--- src/rtl/alu_sequencer.sv ---
// Fetch/execute sequencer for the 4-bit processor: owns PC, IR, ACC and C/Z flags,
// and drives an external combinational ALU.
module alu_sequencer #(
  parameter logic [11:0] RESET_PC = 12'h000
) (
  input  logic        clk,
  input  logic        reset,
  input  logic        enable,
  output logic [11:0] prog_addr,
  input  logic [7:0]  prog_data,
  output logic [2:0]  alu_sel,
  output logic [3:0]  alu_a,
  output logic [3:0]  alu_b,
  input  logic [3:0]  alu_y,
  input  logic        alu_c,
  input  logic        alu_z,
  output logic [3:0]  acc,
  output logic        flag_c,
  output logic        flag_z,
  output logic [3:0]  out_data,
  output logic        out_valid,
  output logic        halted
);

  localparam logic [1:0] S_FETCH  = 2'd0;
  localparam logic [1:0] S_EXEC   = 2'd1;
  localparam logic [1:0] S_OPLOAD = 2'd2;
  localparam logic [1:0] S_HALT   = 2'd3;

  localparam logic [3:0] OP_NOP  = 4'h0;
  localparam logic [3:0] OP_LIT  = 4'h1;
  localparam logic [3:0] OP_ADD  = 4'h2;
  localparam logic [3:0] OP_SUB  = 4'h3;
  localparam logic [3:0] OP_NAND = 4'h4;
  localparam logic [3:0] OP_CMP  = 4'h5;
  localparam logic [3:0] OP_OUT  = 4'h6;
  localparam logic [3:0] OP_JMP  = 4'h7;
  localparam logic [3:0] OP_JC   = 4'h8;
  localparam logic [3:0] OP_JZ   = 4'h9;
  localparam logic [3:0] OP_HALT = 4'hA;

  localparam logic [2:0] SEL_PASSA = 3'b000;
  localparam logic [2:0] SEL_SUB   = 3'b001;
  localparam logic [2:0] SEL_PASSB = 3'b010;
  localparam logic [2:0] SEL_ADD   = 3'b011;
  localparam logic [2:0] SEL_NAND  = 3'b100;

  logic [1:0]  state;
  logic [11:0] pc;
  logic [7:0]  ir;
  logic [3:0]  opcode;
  logic        jump_taken;
  logic        is_jump;
  logic        writes_acc;

  function automatic logic [2:0] decode_sel(input logic [3:0] op);
    logic [2:0] sel;
    case (op)
      OP_LIT:         sel = SEL_PASSB;
      OP_ADD:         sel = SEL_ADD;
      OP_SUB, OP_CMP: sel = SEL_SUB;
      OP_NAND:        sel = SEL_NAND;
      default:        sel = SEL_PASSA;
    endcase
    return sel;
  endfunction

  assign opcode     = ir[7:4];
  assign prog_addr  = pc;
  assign alu_a      = acc;
  assign alu_b      = ir[3:0];
  assign halted     = (state == S_HALT);
  assign is_jump    = (opcode == OP_JMP) || (opcode == OP_JC) || (opcode == OP_JZ);
  assign writes_acc = (opcode == OP_LIT) || (opcode == OP_ADD) ||
                      (opcode == OP_SUB) || (opcode == OP_NAND);

  // The ALU sees a real selector only while an instruction is executing.
  always_comb begin
    alu_sel = SEL_PASSA;
    if (state == S_EXEC) alu_sel = decode_sel(opcode);
  end

  always_comb begin
    case (opcode)
      OP_JMP:  jump_taken = 1'b1;
      OP_JC:   jump_taken = flag_c;
      OP_JZ:   jump_taken = flag_z;
      default: jump_taken = 1'b0;
    endcase
  end

  always_ff @(posedge clk or posedge reset) begin
    if (reset) begin
      state     <= S_FETCH;
      pc        <= RESET_PC;
      ir        <= 8'h00;
      acc       <= 4'h0;
      flag_c    <= 1'b0;
      flag_z    <= 1'b0;
      out_data  <= 4'h0;
      out_valid <= 1'b0;
    end else begin
      out_valid <= 1'b0;
      case (state)
        S_FETCH: begin
          if (enable) begin
            ir    <= prog_data;
            pc    <= pc + 12'd1;
            state <= S_EXEC;
          end
        end
        S_EXEC: begin
          if (writes_acc) begin
            acc    <= alu_y;
            flag_c <= alu_c;
            flag_z <= alu_z;
          end else if (opcode == OP_CMP) begin
            flag_c <= alu_c;
            flag_z <= alu_z;
          end else if (opcode == OP_OUT) begin
            out_data  <= acc;
            out_valid <= 1'b1;
          end
          if (is_jump)                state <= S_OPLOAD;
          else if (opcode == OP_HALT) state <= S_HALT;
          else                        state <= S_FETCH;
        end
        // PC already points at the address byte; a skipped jump steps over it.
        S_OPLOAD: begin
          if (jump_taken) pc <= {ir[3:0], prog_data};
          else            pc <= pc + 12'd1;
          state <= S_FETCH;
        end
        default: begin
          state <= S_HALT;
        end
      endcase
    end
  end

endmodule

--- config.mk ---
export PLATFORM = sky130hd
export DESIGN_NAME = alu_sequencer
export DESIGN_NICKNAME = d
export VERILOG_FILES = /design/src/rtl/alu_sequencer.sv
export SDC_FILE = /design/constraint.sdc
export NUM_CORES = 1
export LEC_CHECK = 0
export CORE_AREA = 10 10 72 74
export CTS_CLUSTER_DIAMETER = 120
export DETAILED_ROUTE_END_ITERATION = 16
export DIE_AREA = 0 0 82 84
export PLACE_DENSITY = 0.81
export SYNTH_ARGS = -nofsm -noshare
export SYNTH_HDL_FRONTEND = slang
export SYNTH_SLANG_ARGS = --single-unit
--- constraint.sdc ---
create_clock -name clk -period 5.1 [get_ports clk]
set_input_delay 1.53 -clock clk [delete_from_list [all_inputs] [get_ports clk]]
set_output_delay 1.53 -clock clk [all_outputs]
set_load 0.01 [all_outputs]
* Yosys cells after proc, flatten, opt, wreduce, memory -nomap -nowiden
Index checks and enable logic that the tools add are counted.
Operators by class: $add $sub $neg 1, bitwise logic cells 2, mux-type cells 18, equality and inequality tests 14, reduce and logical (&&, ||, !) cells 14
Operators with widths (count):
- two-way mux 12 bit | 2
- one-hot mux 12 bit (2 select lines) | 1
- == test 4 x 3 -> 1 bit, second input constant | 4
- adder 12 x 1 -> 12 bit, second input constant | 1
- == test 4 bit, second input constant | 3
- one-hot mux 3 bit (4 select lines) | 1
- == test 4 x 2 -> 1 bit, second input constant | 2
- two-way mux 1 bit | 8
- AND reduction 2 bit | 4
- two-way mux 2 bit | 3
- one-hot mux 2 bit (3 select lines) | 1
- logical OR 1 bit | 5
- == test 2 bit, second input constant | 2
- == test 4 x 1 -> 1 bit, second input constant | 1
- AND reduction 4 bit | 1
- nonzero test 2 bit | 2
- two-way mux 3 bit | 1
- one-hot mux 1 bit (3 select lines) | 1
- == test 2 x 1 -> 1 bit, second input constant | 1
- logical NOT 2 bit | 1
- inequality test 2 bit, second input constant | 1
- inverter 1 bit | 2
- OR reduction 2 bit | 1
Word-level totals: bits of input ports 17, output and inout bits 35, bits in registers 33, logic and storage cells 57

* Longest topological paths before layout
Gate-level depths: netlist (run 1).
word-level depth 6, mapped depth 8

* Least setup slack after synthesis (run 1)
Ideal clock, no wire load.
kind register to output, start register ir[7], end output alu_sel[1], setup slack 2.288 ns, buffers on the path 2, required time 3.570 ns, arrival time 1.282 ns, cell stages (with the launch flop) 5, path through dfrtp_1 -> clkbuf_2 -> or3_1 -> buf_2 -> nor3_1
On the way: longest elaborated chain between the ends 4
RTL lines:
- start: declaration | RTL line 50 | logic [7:0] ir;
- start signal: assignment | RTL line 107 | ir <= prog_data;
- == test 4 x 2 -> 1 bit or == test 4 x 3 -> 1 bit (tied branches) | RTL line 58 | case (op)
- OR reduction 2 bit | RTL line 58
- one-hot mux 3 bit (4 select lines) (*) | RTL line 58
- two-way mux 3 bit (*) | RTL line 80 | if (state == S_EXEC) alu_sel = decode_sel(opcode);
- end: declaration | RTL line 11 | output logic [2:0] alu_sel,
Every way passes the cells marked *; elsewhere a longest branch is shown, timed or not.

* Final worst setup path (run 1)
start register state[0], end output alu_sel[1]
On the way: longest elaborated chain between the ends 2
RTL lines:
- start: declaration | RTL line 48 | logic [1:0] state;
- start signal: assignment | RTL line 94 | state <= S_FETCH;
- start signal: assignment | RTL line 109 | state <= S_EXEC;
- start signal: assignment | RTL line 124 | if (is_jump) state <= S_OPLOAD;
- == test 2 x 1 -> 1 bit | RTL line 80
- two-way mux 3 bit | RTL line 80
Every way passes these cells.

==> summary.md, run 1 <==
| Metric | Value |
|---|---|
| Number of synthesized flops with an enable pin | `0` |
| Ranking of synthesized cells by area | `dfrtp_1, mux2_2, buf_4` |
| CP required | `3.57 ns` |
| Min-Delay Path Class | `flop to flop` |
| RSZ-0062 raised after global routing | `false` |
| H-tree levels | `2` |
| Fraction of final layout cells sized beyond drive strength 1 | `14.86%` |
| Leading cell type in the layout, fill and taps excluded | `clkdlybuf4s50_1` |
| Post-DP HPWL | `3402 um` |
| Simple-gate portion of the synthesized area | `19.36%` |
| Yosys reg bits | `33` |
| Reg clk slew, reported paths | `0.07 ns` |
| GPL Wtd Cong | `0.8021` |
| Hold Crit Start | `out_data[1]` |
| DP Area | `2297 um2` |
| Total CTS buffers | `5` |
| Synth cell types | `46` |
| CTS tree | `yes` |
| Sw Share | `39.77%` |
| Outcome | `complete, no violations` |
| Yosys warns | `0` |
| I/O pins | `52` |
| Post-Synth XOR/XNOR Area | `0.9479%` |
| Number of routed nets with antenna violations | `0` |
| Post-synthesis sequential area ratio | `44.69%` |
| Critical path class | `flop to primary output` |
| Core Region | `3856 um2` |
| Routed WL per cell | `16.67 um` |
| Diodes inserted | `0` |
| Combinational share of power | `48.2%` |
| Cells along the critical path | `inv_2 -> or3_1 -> nor3_1 -> clkdlybuf4s50_1` |
| Setup TNS | `0 ns` |
| Area growth, synth to finish | `29.25%` |
| DRT Wirelength | `4535 um` |
| Reg power frac | `37.8%` |
| DRC violations left | `0` |
| Post-synthesis adder-cell area fraction | `0.6770%` |
| Largest delay share family, worst path | `simple AND/OR/NAND/NOR gates` |
| Clock Latency Late Sink | `0.29 ns` |
| Setup-failing EPs final | `0` |
| Max incr delay on CP | `0.58 ns` |
| Yosys top cell by area | `dfrtp_1` |
| CTS root buf | `clkbuf_8` |
| Post-CTS resize count | `0` |
| Slew Limit Fails | `0` |
| Sw Pwr | `573.1 uW` |
| Int Power | `868.1 uW` |
| Critical Path Slowest Stage Cell | `clkdlybuf4s50_1` |
| Slew headroom | `32.73%` |
| Vias in the first global route | `1529` |
| Initial core utilization | `47.92%` |
| Crit path DAT | `2.13 ns` |
| Mapped Area | `1848 um2` |
| Crit path launch | `state[0]` |
| Vias/cell | `5.529` |
| Buffers plus inverters on the worst setup path | `2` |
| Num Clock Sinks | `33` |
| Fmax | `273.5 MHz` |
| Pwr Density | `603.4 nW/um2` |
| Most frequent cells in the layout | `clkdlybuf4s50_1, dfrtp_1, nand2_1, mux2_2, o21ai_0` |
| Synth Area in Compound Gates | `14.29%` |
| Pre-CTS setup slack | `1.750 ns` |
| Total grt overflow | `0` |
| Leakage power | `0.9942 nW` |
| Minimum clock period | `3.656 ns` |
| Synth top area share | `44.69%` |
| Largest net degree at the start of global routing | `34` |
| Largest family of logic cells by synthesized area | `simple AND/OR/NAND/NOR gates` |
| First-pass GRT wire length | `7576 um` |
| DR pass1 iterations | `4` |
| Worst-Margin Slew | `1.005 ns` |
| Via count | `1504` |
| Post-CTS setup buffer count | `0` |
| Final nets | `239` |
| Syn Nets | `198` |
| Worst vdd ir | `0.3071 mV` |
| GRT Total Usage | `14.02%` |
| Finished layout cell area | `2389 um2` |
| Ys async rst share | `100.0%` |
| Max Cap Viol | `0` |
| Antenna violations before repair | `0` |
| Crit-path max FO | `7` |
| Ys flop type | `dfrtp_1` |
| Fin. Hold Viols | `0` |
| Avg Cell Area, Syn | `10.27 um2` |
| Die Area | `6888 um2` |
| PnR worst setup slack | `1.444 ns` |
| Post-CTS Hold Buffers | `0` |
| Clk pwr share | `14.0%` |
| Worst r2r dst | `prog_addr[9]` |
| Final std cells w/o fill | `272` |
| CP Capture Type | `primary output` |
| DRT iter0 DRCs | `153` |
| Reg2reg setup slack | `3.01 ns` |
| Mux contribution to synthesized area | `11.31%` |
| Die span in y | `84 um` |
| R2r startpoint | `ir[6]` |
| Worst hold path depth | `1` |
| R2R cell count | `5` |
| Fin crit share | `71.68%` |
| Cells after Synth | `180` |
| Clock buffer depth | `2` |
| Placement Rows | `23` |
| Hold EP | `out_data[1]` |
| Startpoint types | `flop` |
| Cell count after placement | `264` |
| Die width | `82 um` |
| PortBufs | `51` |
| Worst Skew | `0.001096 ns` |
flip-flops by register name, summed over array words and instances (netlist names):
name       count
flag_c         1
out_data       4
acc            4
state          2
flag_z         1
ir             8
prog_addr     12
out_valid      1
metrics by stage:
stage / util (%) / power (mW) / hold slack, ns
5_1_grt: 61.94 / 1.550 / 0.5200
3_3_place_gp: 59.57 / 1.233 / 0.4730
2_1_floorplan: - / 0.9728 / 0.4992
4_1_cts: 61.94 / 1.457 / 0.4998
6_report: 61.94 / 1.441 / 0.4991
3_5_place_dp: 59.57 / 1.253 / 0.4835
cells in the mapped netlist (all sizes together) (2+ instances only):
| master | instances |
|---|---|
| nand2 | 18 |
| a22oi | 5 |
| nor2 | 7 |
| inv | 6 |
| o21ai | 13 |
| nor4 | 3 |
| and3 | 4 |
| clkbuf | 4 |
| a21oi | 8 |
| xnor2 | 2 |
| a311o | 3 |
| a2bb2oi | 3 |
| mux2i | 4 |
| nand3 | 10 |
| mux2 | 15 |
| buf | 15 |
| nor3 | 4 |
| nand4 | 4 |
| nor3b | 4 |
| dfrtp | 33 |
| and2 | 2 |
layer usage:
| layer | GRT usage [%] | routed length, um | vias up |
|---|---|---|---|
| li1 | - | - | 724 |
| met4 | 5.108 | 69 | 0 |
| met2 | 22.33 | 2306 | 39 |
| met3 | 4.957 | 301 | 5 |
| met1 | 16.69 | 1858 | 736 |
| met5 | 0 | 0 | - |
final cells by class:
| class | count | area (um2) |
|---|---|---|
| Fill cell | 328 | 1468 |
| Multi-Input combinational cell | 122 | 860.8 |
| Sequential cell | 33 | 825.8 |
| Timing Repair Buffer | 53 | 525.5 |
| Clock buffer | 5 | 68.82 |
| Tap cell | 50 | 62.56 |
| Clock inverter | 3 | 22.52 |
| Inverter | 6 | 22.52 |
cells by family (layout without fill, tap and decap cells):
family / count (synthesis) / count (layout)
mux: 19 / 19
flops: 33 / 33
fa+ha+maj: 1 / 1
buf+inv: 25 / 67
compound gates: 39 / 39
simple gates: 61 / 61
xor+xnor: 2 / 2
worst register-to-register path: stages (launching register included):
cell and delay [ns]:
dfrtp_1 0.66, and4bb_2 0.30, o2111ai_2 0.26, and2_4 0.34, o21ai_0 0.13, a311o_1 0.27
worst max-delay path by stage:
stage	slack [ns]	depth (start not counted)	endpoint
after floorplan	2.29	4	alu_sel[1]
final	1.44	4	alu_sel[1]
after global placement	1.82	4	alu_sel[1]
after detailed placement	1.75	6	prog_addr[10]
after CTS	1.42	4	alu_sel[1]
after global routing	1.31	4	alu_sel[1]
power by group through the flow:
stage / clock network, mW / registers, mW / logic [mW]
after floorplan: 0 / 0.504 / 0.468
after global placement: 0 / 0.545 / 0.688
after detailed placement: 0 / 0.548 / 0.704
after CTS: 0.206 / 0.545 / 0.707
after global routing: 0.219 / 0.571 / 0.760
final: 0.202 / 0.544 / 0.695
Note: power is estimated with default switching activity, not from simulation.
==> inputs of run 2 (changes only) <==
==> config.mk (replaced) <==
export PLATFORM = sky130hd
export DESIGN_NAME = alu_sequencer
export DESIGN_NICKNAME = d
export VERILOG_FILES = /design/src/rtl/alu_sequencer.sv
export SDC_FILE = /design/constraint.sdc
export NUM_CORES = 1
export LEC_CHECK = 0
export CORE_AREA = 10 10 74 76
export CTS_CLUSTER_DIAMETER = 120
export DETAILED_ROUTE_END_ITERATION = 16
export DIE_AREA = 0 0 84 86
export PLACE_DENSITY = 0.77
export SYNTH_ARGS = -nofsm -noshare
export SYNTH_HDL_FRONTEND = slang
export SYNTH_SLANG_ARGS = --single-unit
==> constraint.sdc (replaced) <==
create_clock -name clk -period 3.4 [get_ports clk]
set_input_delay 1.02 -clock clk [delete_from_list [all_inputs] [get_ports clk]]
set_output_delay 1.02 -clock clk [all_outputs]
set_load 0.01 [all_outputs]
==> run 2 against run 1 <==
Compared with the run above: combinational power grew 51%; first-iteration DRC count grew 18%; via count shrank 0.40%; worst hold slack lost 0.0047 ns; setup slack lost 1.1 ns; critical path type unchanged; highest routed layer unchanged; critical path depth is the same; power grew 49%; critical endpoint unchanged.
==> summary.md, run 2 (synthesized netlist as in run 1, its figures left out) <==
| Metric | Value |
|---|---|
| Initial core utilization | `46.53% (-1.4 points)` |
| DRC violations left | `0 (unchanged)` |
| Max reg flops | `12 (unchanged)` |
| Post-CTS setup buffer count | `0 (unchanged)` |
| Max Cap Viol | `0 (unchanged)` |
| Final std cells w/o fill | `274 (+0.74%)` |
| CP Capture Type | `primary output` |
| Int Power | `1.312 mW (+51%)` |
| Slew headroom | `66.22% (+33 points)` |
| Crit path DAT | `2.08 ns (-0.05 ns)` |
| CTS tree | `yes` |
| Fmax | `322.3 MHz` |
| Worst Skew | `0.008813 ns (+0.007717 ns)` |
| Reg clk slew, reported paths | `0.07 ns (about the same)` |
| I/O pins | `52 (unchanged)` |
| Cell count after placement | `266 (+0.76%)` |
| Crit-path max FO | `7 (unchanged)` |
| Setup TNS | `0 ns (unchanged)` |
| Vias/cell | `5.467 (-1.1%)` |
| Post-DP HPWL | `3238 um (-4.8%)` |
| GRT Total Usage | `12.33% (-1.7 points)` |
| Fin crit share | `91.26%` |
| PortBufs | `51 (unchanged)` |
| RSZ-0062 raised after global routing | `false` |
| Routed WL per cell | `15.98 um (-4.1%)` |
| Combinational share of power | `48.8% (+0.6 points)` |
| Hold WS | `0.4944 ns (-0.004703 ns)` |
| Clock buffer depth | `2 (unchanged)` |
| Filler cell count | `337 (+2.7%)` |
| Critical path class | `flop to primary output` |
| DRT Wirelength | `4379 um (-3.4%)` |
| Clock Latency Late Sink | `0.28 ns (about the same)` |
| R2r startpoint | `ir[6]` |
| Pwr Density | `897.3 nW/um2 (+49%)` |
| Sw Share | `38.94% (-0.83 points)` |
| Fraction of final layout cells sized beyond drive strength 1 | `15.18% (+0.31 points)` |
| CTS root buf | `clkbuf_8` |
| Via count | `1498 (-0.40%)` |
| Outcome | `complete, no violations` |
| Total Power | `2.149 mW (+49%)` |
| Die width | `84 um (+2.4%)` |
| Final nets | `241 (+0.84%)` |
| CP required | `2.38 ns (-1.19 ns)` |
| Min-Delay Path Class | `flop to flop` |
| Area growth, synth to finish | `29.59%` |
| Register area | `825.8 um2 (unchanged)` |
| Worst-Margin Slew | `0.5068 ns (-0.4985 ns)` |
| Post-CTS Hold Buffers | `0 (unchanged)` |
| Leakage power | `1.013 nW (+1.9%)` |
| Area of the multi-input gates | `860.8 um2 (unchanged)` |
| Most frequent cells in the layout | `clkdlybuf4s50_1, dfrtp_1, nand2_1, mux2_2, o21ai_0` |
| DR pass1 iterations | `4 (unchanged)` |
| GPL Wtd Cong | `0.8301 (+3.5%)` |
| Setup-failing EPs final | `0 (unchanged)` |
| Vias in the first global route | `1513 (-1.0%)` |
| Antenna violations before repair | `0 (unchanged)` |
| Minimum clock period | `3.103 ns` |
| Hold Crit Start | `out_data[1]` |
| Total CTS buffers | `5 (unchanged)` |
| Diodes inserted | `0 (unchanged)` |
| Total grt overflow | `0 (unchanged)` |
| H-tree levels | `2 (unchanged)` |
| Post-CTS resize count | `0 (unchanged)` |
| Die span in y | `86 um (+2.4%)` |
| Crit path launch | `state[0]` |
| First-pass GRT wire length | `7465 um (-1.5%)` |
| Slew Limit Fails | `0 (unchanged)` |
| Startpoint types | `flop` |
| Core Region | `3971 um2 (+3.0%)` |
| Reg power frac | `38.1% (+0.3 points)` |
| Largest net degree at the start of global routing | `34 (unchanged)` |
| Fin. Hold Viols | `0 (unchanged)` |
| Leading cell type in the layout, fill and taps excluded | `clkdlybuf4s50_1` |
| Placement Rows | `23 (unchanged)` |
| Sw Pwr | `836.7 uW (+46%)` |
| Worst vdd ir | `0.4173 mV (+36%)` |
| Clk pwr share | `13.1% (-0.9 points)` |
| Num Clock Sinks | `33 (unchanged)` |
| DRT iter0 DRCs | `181 (+18%)` |
| Number of routed nets with antenna violations | `0 (unchanged)` |
| Die Area | `7224 um2 (+4.9%)` |
run 2: critical path, stage by stage, from the launching register on:
cell             delay (ns)
dfrtp_1                0.41
inv_2                  0.09
or3_1                  0.52
nor3_1                 0.21
clkdlybuf4s50_1        0.56
run 2: worst paths after layout:
| path | to | slack [ns] | depth (start not counted) |
|---|---|---|---|
| worst max-delay path | alu_sel[1] | 0.30 | 4 |
| max in group asynchronous | prog_addr[0] | 1.98 | 3 |
| worst min register to register | out_data[1] | 0.49 | 1 |
| worst min-delay path | out_data[1] | 0.49 | 1 |
| worst max register to register | prog_addr[4] | 1.33 | 5 |
| min in group asynchronous | acc[2] | 1.12 | 3 |
run 2: layout make-up:
cell class                      count  area share, %
Clock buffer                        6          3.030
Inverter                            6         0.9404
Tap cell                           50          2.612
Clock inverter                      2         0.4180
Timing Repair Buffer               55          22.57
Multi-Input combinational cell    122          35.95
Sequential cell                    33          34.48
run 2: metal layers:
metal	GRT usage (%)	vias up	routed length (um)
met5	0	-	0
met4	5.479	0	68
met3	3.784	5	238
met2	19.65	31	2119
met1	14.96	729	1952
li1	-	733	-
run 2: power groups by stage:
stage / Clock (mW) / Sequential, mW / Combinational, mW
after floorplan: 0 / 0.757 / 0.703
after global placement: 0 / 0.815 / 1.05
after detailed placement: 0 / 0.823 / 1.06
after CTS: 0.290 / 0.817 / 1.07
after global routing: 0.305 / 0.856 / 1.15
final: 0.282 / 0.818 / 1.05
run 2: metrics by stage:
| step | setup WS (ns) | cell area, um2 | utilization, % |
|---|---|---|---|
| final | 0.2971 | 2395 | 60.30 |
| after global routing | 0.1356 | 2395 | 60.30 |
| after CTS | 0.2772 | 2395 | 60.30 |
| after detailed placement | 0.5979 | 2312 | 58.22 |
| after global placement | 0.6222 | 2312 | 58.22 |
| after floorplan | 1.098 | 1848 | - |
==> inputs of run 3 (changes only) <==
--- a/config.mk
+++ b/config.mk
@@ -9,6 +9,7 @@
 export CTS_CLUSTER_DIAMETER = 120
 export DETAILED_ROUTE_END_ITERATION = 16
 export DIE_AREA = 0 0 84 86
+export MAX_ROUTING_LAYER = met4
 export PLACE_DENSITY = 0.77
 export SYNTH_ARGS = -nofsm -noshare
 export SYNTH_HDL_FRONTEND = slang
==> constraint.sdc (replaced) <==
create_clock -name clk -period 3.4 [get_ports clk]
set_input_delay 1.02 -clock clk [delete_from_list [all_inputs] [get_ports clk]]
set_output_delay 1.02 -clock clk [all_outputs]
set_load 0.1 [all_outputs]
==> run 3 against run 2 <==
Compared with the run above: maximum frequency rose by 8.8%; via count barely moved; global-route usage barely moved; setup slack improved by 0.25 ns; register-to-register slack got worse by 0.05 ns; non-clock buffer count fell by 1; wire length rose by 2.9%; flip-flop and latch count did not move; worst hold slack improved by 0.0036 ns; cell area fell by 1.7%.
==> summary.md, run 3 (synthesized netlist as in run 1, its figures left out) <==
| Metric | Value |
|---|---|
| Die width | `84 um (unchanged)` |
| Leading cell type in the layout, fill and taps excluded | `buf_4` |
| Most frequent cells in the layout | `buf_4, dfrtp_1, nand2_1, clkdlybuf4s50_1, mux2_2` |
| GRT Total Usage | `12.37% (+0.038 points)` |
| Fmax | `350.7 MHz (+8.8%)` |
| Buffers plus inverters on the worst setup path | `2 (unchanged)` |
| CTS tree | `yes` |
| Core Region | `3971 um2 (unchanged)` |
| Filler cell count | `350 (+3.9%)` |
| Die Area | `7224 um2 (unchanged)` |
| Slew Limit Fails | `0 (unchanged)` |
| Cell count after placement | `265 (-0.38%)` |
| Routed WL per cell | `16.51 um (+3.3%)` |
| Critical Path Slowest Stage Cell | `or3_1` |
| Num Clock Sinks | `33 (unchanged)` |
| Clock buffer depth | `2 (unchanged)` |
| Via count | `1499 (+0.067%)` |
| Post-CTS resize count | `0 (unchanged)` |
| Vias in the first global route | `1448 (-4.3%)` |
| Fin. Hold Viols | `0 (unchanged)` |
| CP required | `2.38 ns (about the same)` |
| Critical path class | `flop to primary output` |
| RSZ-0062 raised after global routing | `false` |
| Reg clk slew, reported paths | `0.07 ns (about the same)` |
| Util after Layout | `59.26% (-1.0 points)` |
| H-tree levels | `2 (unchanged)` |
| Setup TNS | `0 ns (unchanged)` |
| DRC violations left | `0 (unchanged)` |
| First-pass GRT wire length | `7334 um (-1.8%)` |
| Antenna violations before repair | `0 (unchanged)` |
| Max incr delay on CP | `0.54 ns (-0.02 ns)` |
| Max Cap Viol | `0 (unchanged)` |
| Diodes inserted | `0 (unchanged)` |
| Post-CTS Hold Buffers | `0 (unchanged)` |
| Final std cells w/o fill | `273 (-0.36%)` |
| Number of routed nets with antenna violations | `0 (unchanged)` |
| Worst-Margin Slew | `0.6912 ns (+0.1844 ns)` |
| Die span in y | `86 um (unchanged)` |
| I/O pins | `52 (unchanged)` |
| DRT iter0 DRCs | `131 (-28%)` |
| Startpoint types | `flop` |
| Post-CTS setup buffer count | `0 (unchanged)` |
| Initial core utilization | `46.53% (unchanged)` |
| GPL Wtd Cong | `0.8410 (+1.3%)` |
| Slew headroom | `53.72% (-12 points)` |
| DRT Wirelength | `4507 um (+2.9%)` |
| Max reg flops | `12 (unchanged)` |
| Fraction of final layout cells sized beyond drive strength 1 | `31.84% (+17 points)` |
| PortBufs | `51 (unchanged)` |
| Hold WS | `0.4980 ns (+0.003586 ns)` |
| DR pass1 iterations | `4 (unchanged)` |
| Total CTS buffers | `5 (unchanged)` |
| Largest delay share family, worst path | `simple AND/OR/NAND/NOR gates` |
| Worst Skew | `0.008368 ns (-0.0004450 ns)` |
| Crit-path max FO | `7 (unchanged)` |
| Setup-failing EPs final | `0 (unchanged)` |
| Outcome | `complete, no violations` |
| Cells along the critical path | `inv_2 -> or3_1 -> nor3_2 -> buf_12` |
| Register area | `825.8 um2 (unchanged)` |
| Final nets | `240 (-0.41%)` |
| Min-Delay Path Class | `flop to flop` |
| CP Capture Type | `primary output` |
| Vias/cell | `5.491 (+0.43%)` |
| Minimum clock period | `2.852 ns (-0.2512 ns)` |
| Largest net degree at the start of global routing | `34 (unchanged)` |
| CTS root buf | `clkbuf_8` |
| Clock Latency Late Sink | `0.28 ns (about the same)` |
| Post-DP HPWL | `3389 um (+4.6%)` |
| Placement Rows | `23 (unchanged)` |
| Fin crit share | `83.87% (-7.4 points)` |
| Crit path DAT | `1.83 ns (-0.25 ns)` |
| Total grt overflow | `0 (unchanged)` |
| Area growth, synth to finish | `27.35%` |
| Area of the multi-input gates | `869.6 um2 (+1.0%)` |
## run 3: path summary, 6_finish.rpt
check	startpoint	end	slack [ns]	depth (start not counted)
max	state[0]	alu_sel[1]	0.55	4
min	out_data[1]	out_data[1]	0.50	1
max reg2reg	ir[6]	prog_addr[4]	1.28	5
min reg2reg	out_data[1]	out_data[1]	0.50	1
max in group asynchronous	reset	prog_addr[5]	1.98	3
min in group asynchronous	reset	acc[2]	1.12	3
## run 3: routing by layer
layer | track usage [%] | vias to the layer above | wire length (um)
met5 | - | - | 0
met4 | 5.023 | 0 | 61
met3 | 2.460 | 4 | 151
met2 | 19.37 | 36 | 2298
met1 | 15.25 | 726 | 1995
li1 | - | 733 | -
## run 3: cell type report
| cell class | instances | share of cell area (%) |
|---|---|---|
| Clock buffer | 5 | 2.924 |
| Clock inverter | 3 | 1.967 |
| Inverter | 6 | 0.9569 |
| Multi-Input combinational cell | 122 | 36.95 |
| Sequential cell | 33 | 35.09 |
| Tap cell | 50 | 2.658 |
| Timing Repair Buffer | 54 | 19.46 |
## run 3: stage by stage
step	setup WS (ns)	cell area [um2]
after CTS	0.5426	2354
after detailed placement	0.7643	2238
after global placement	0.7802	2238
after floorplan	0.1825	1857
after global routing	0.4735	2354
final	0.5483	2354
Power of run 3 is left out: the tool's default activity adds up to more than one toggle a clock period on the data nets, which glitch-free logic cannot reach.
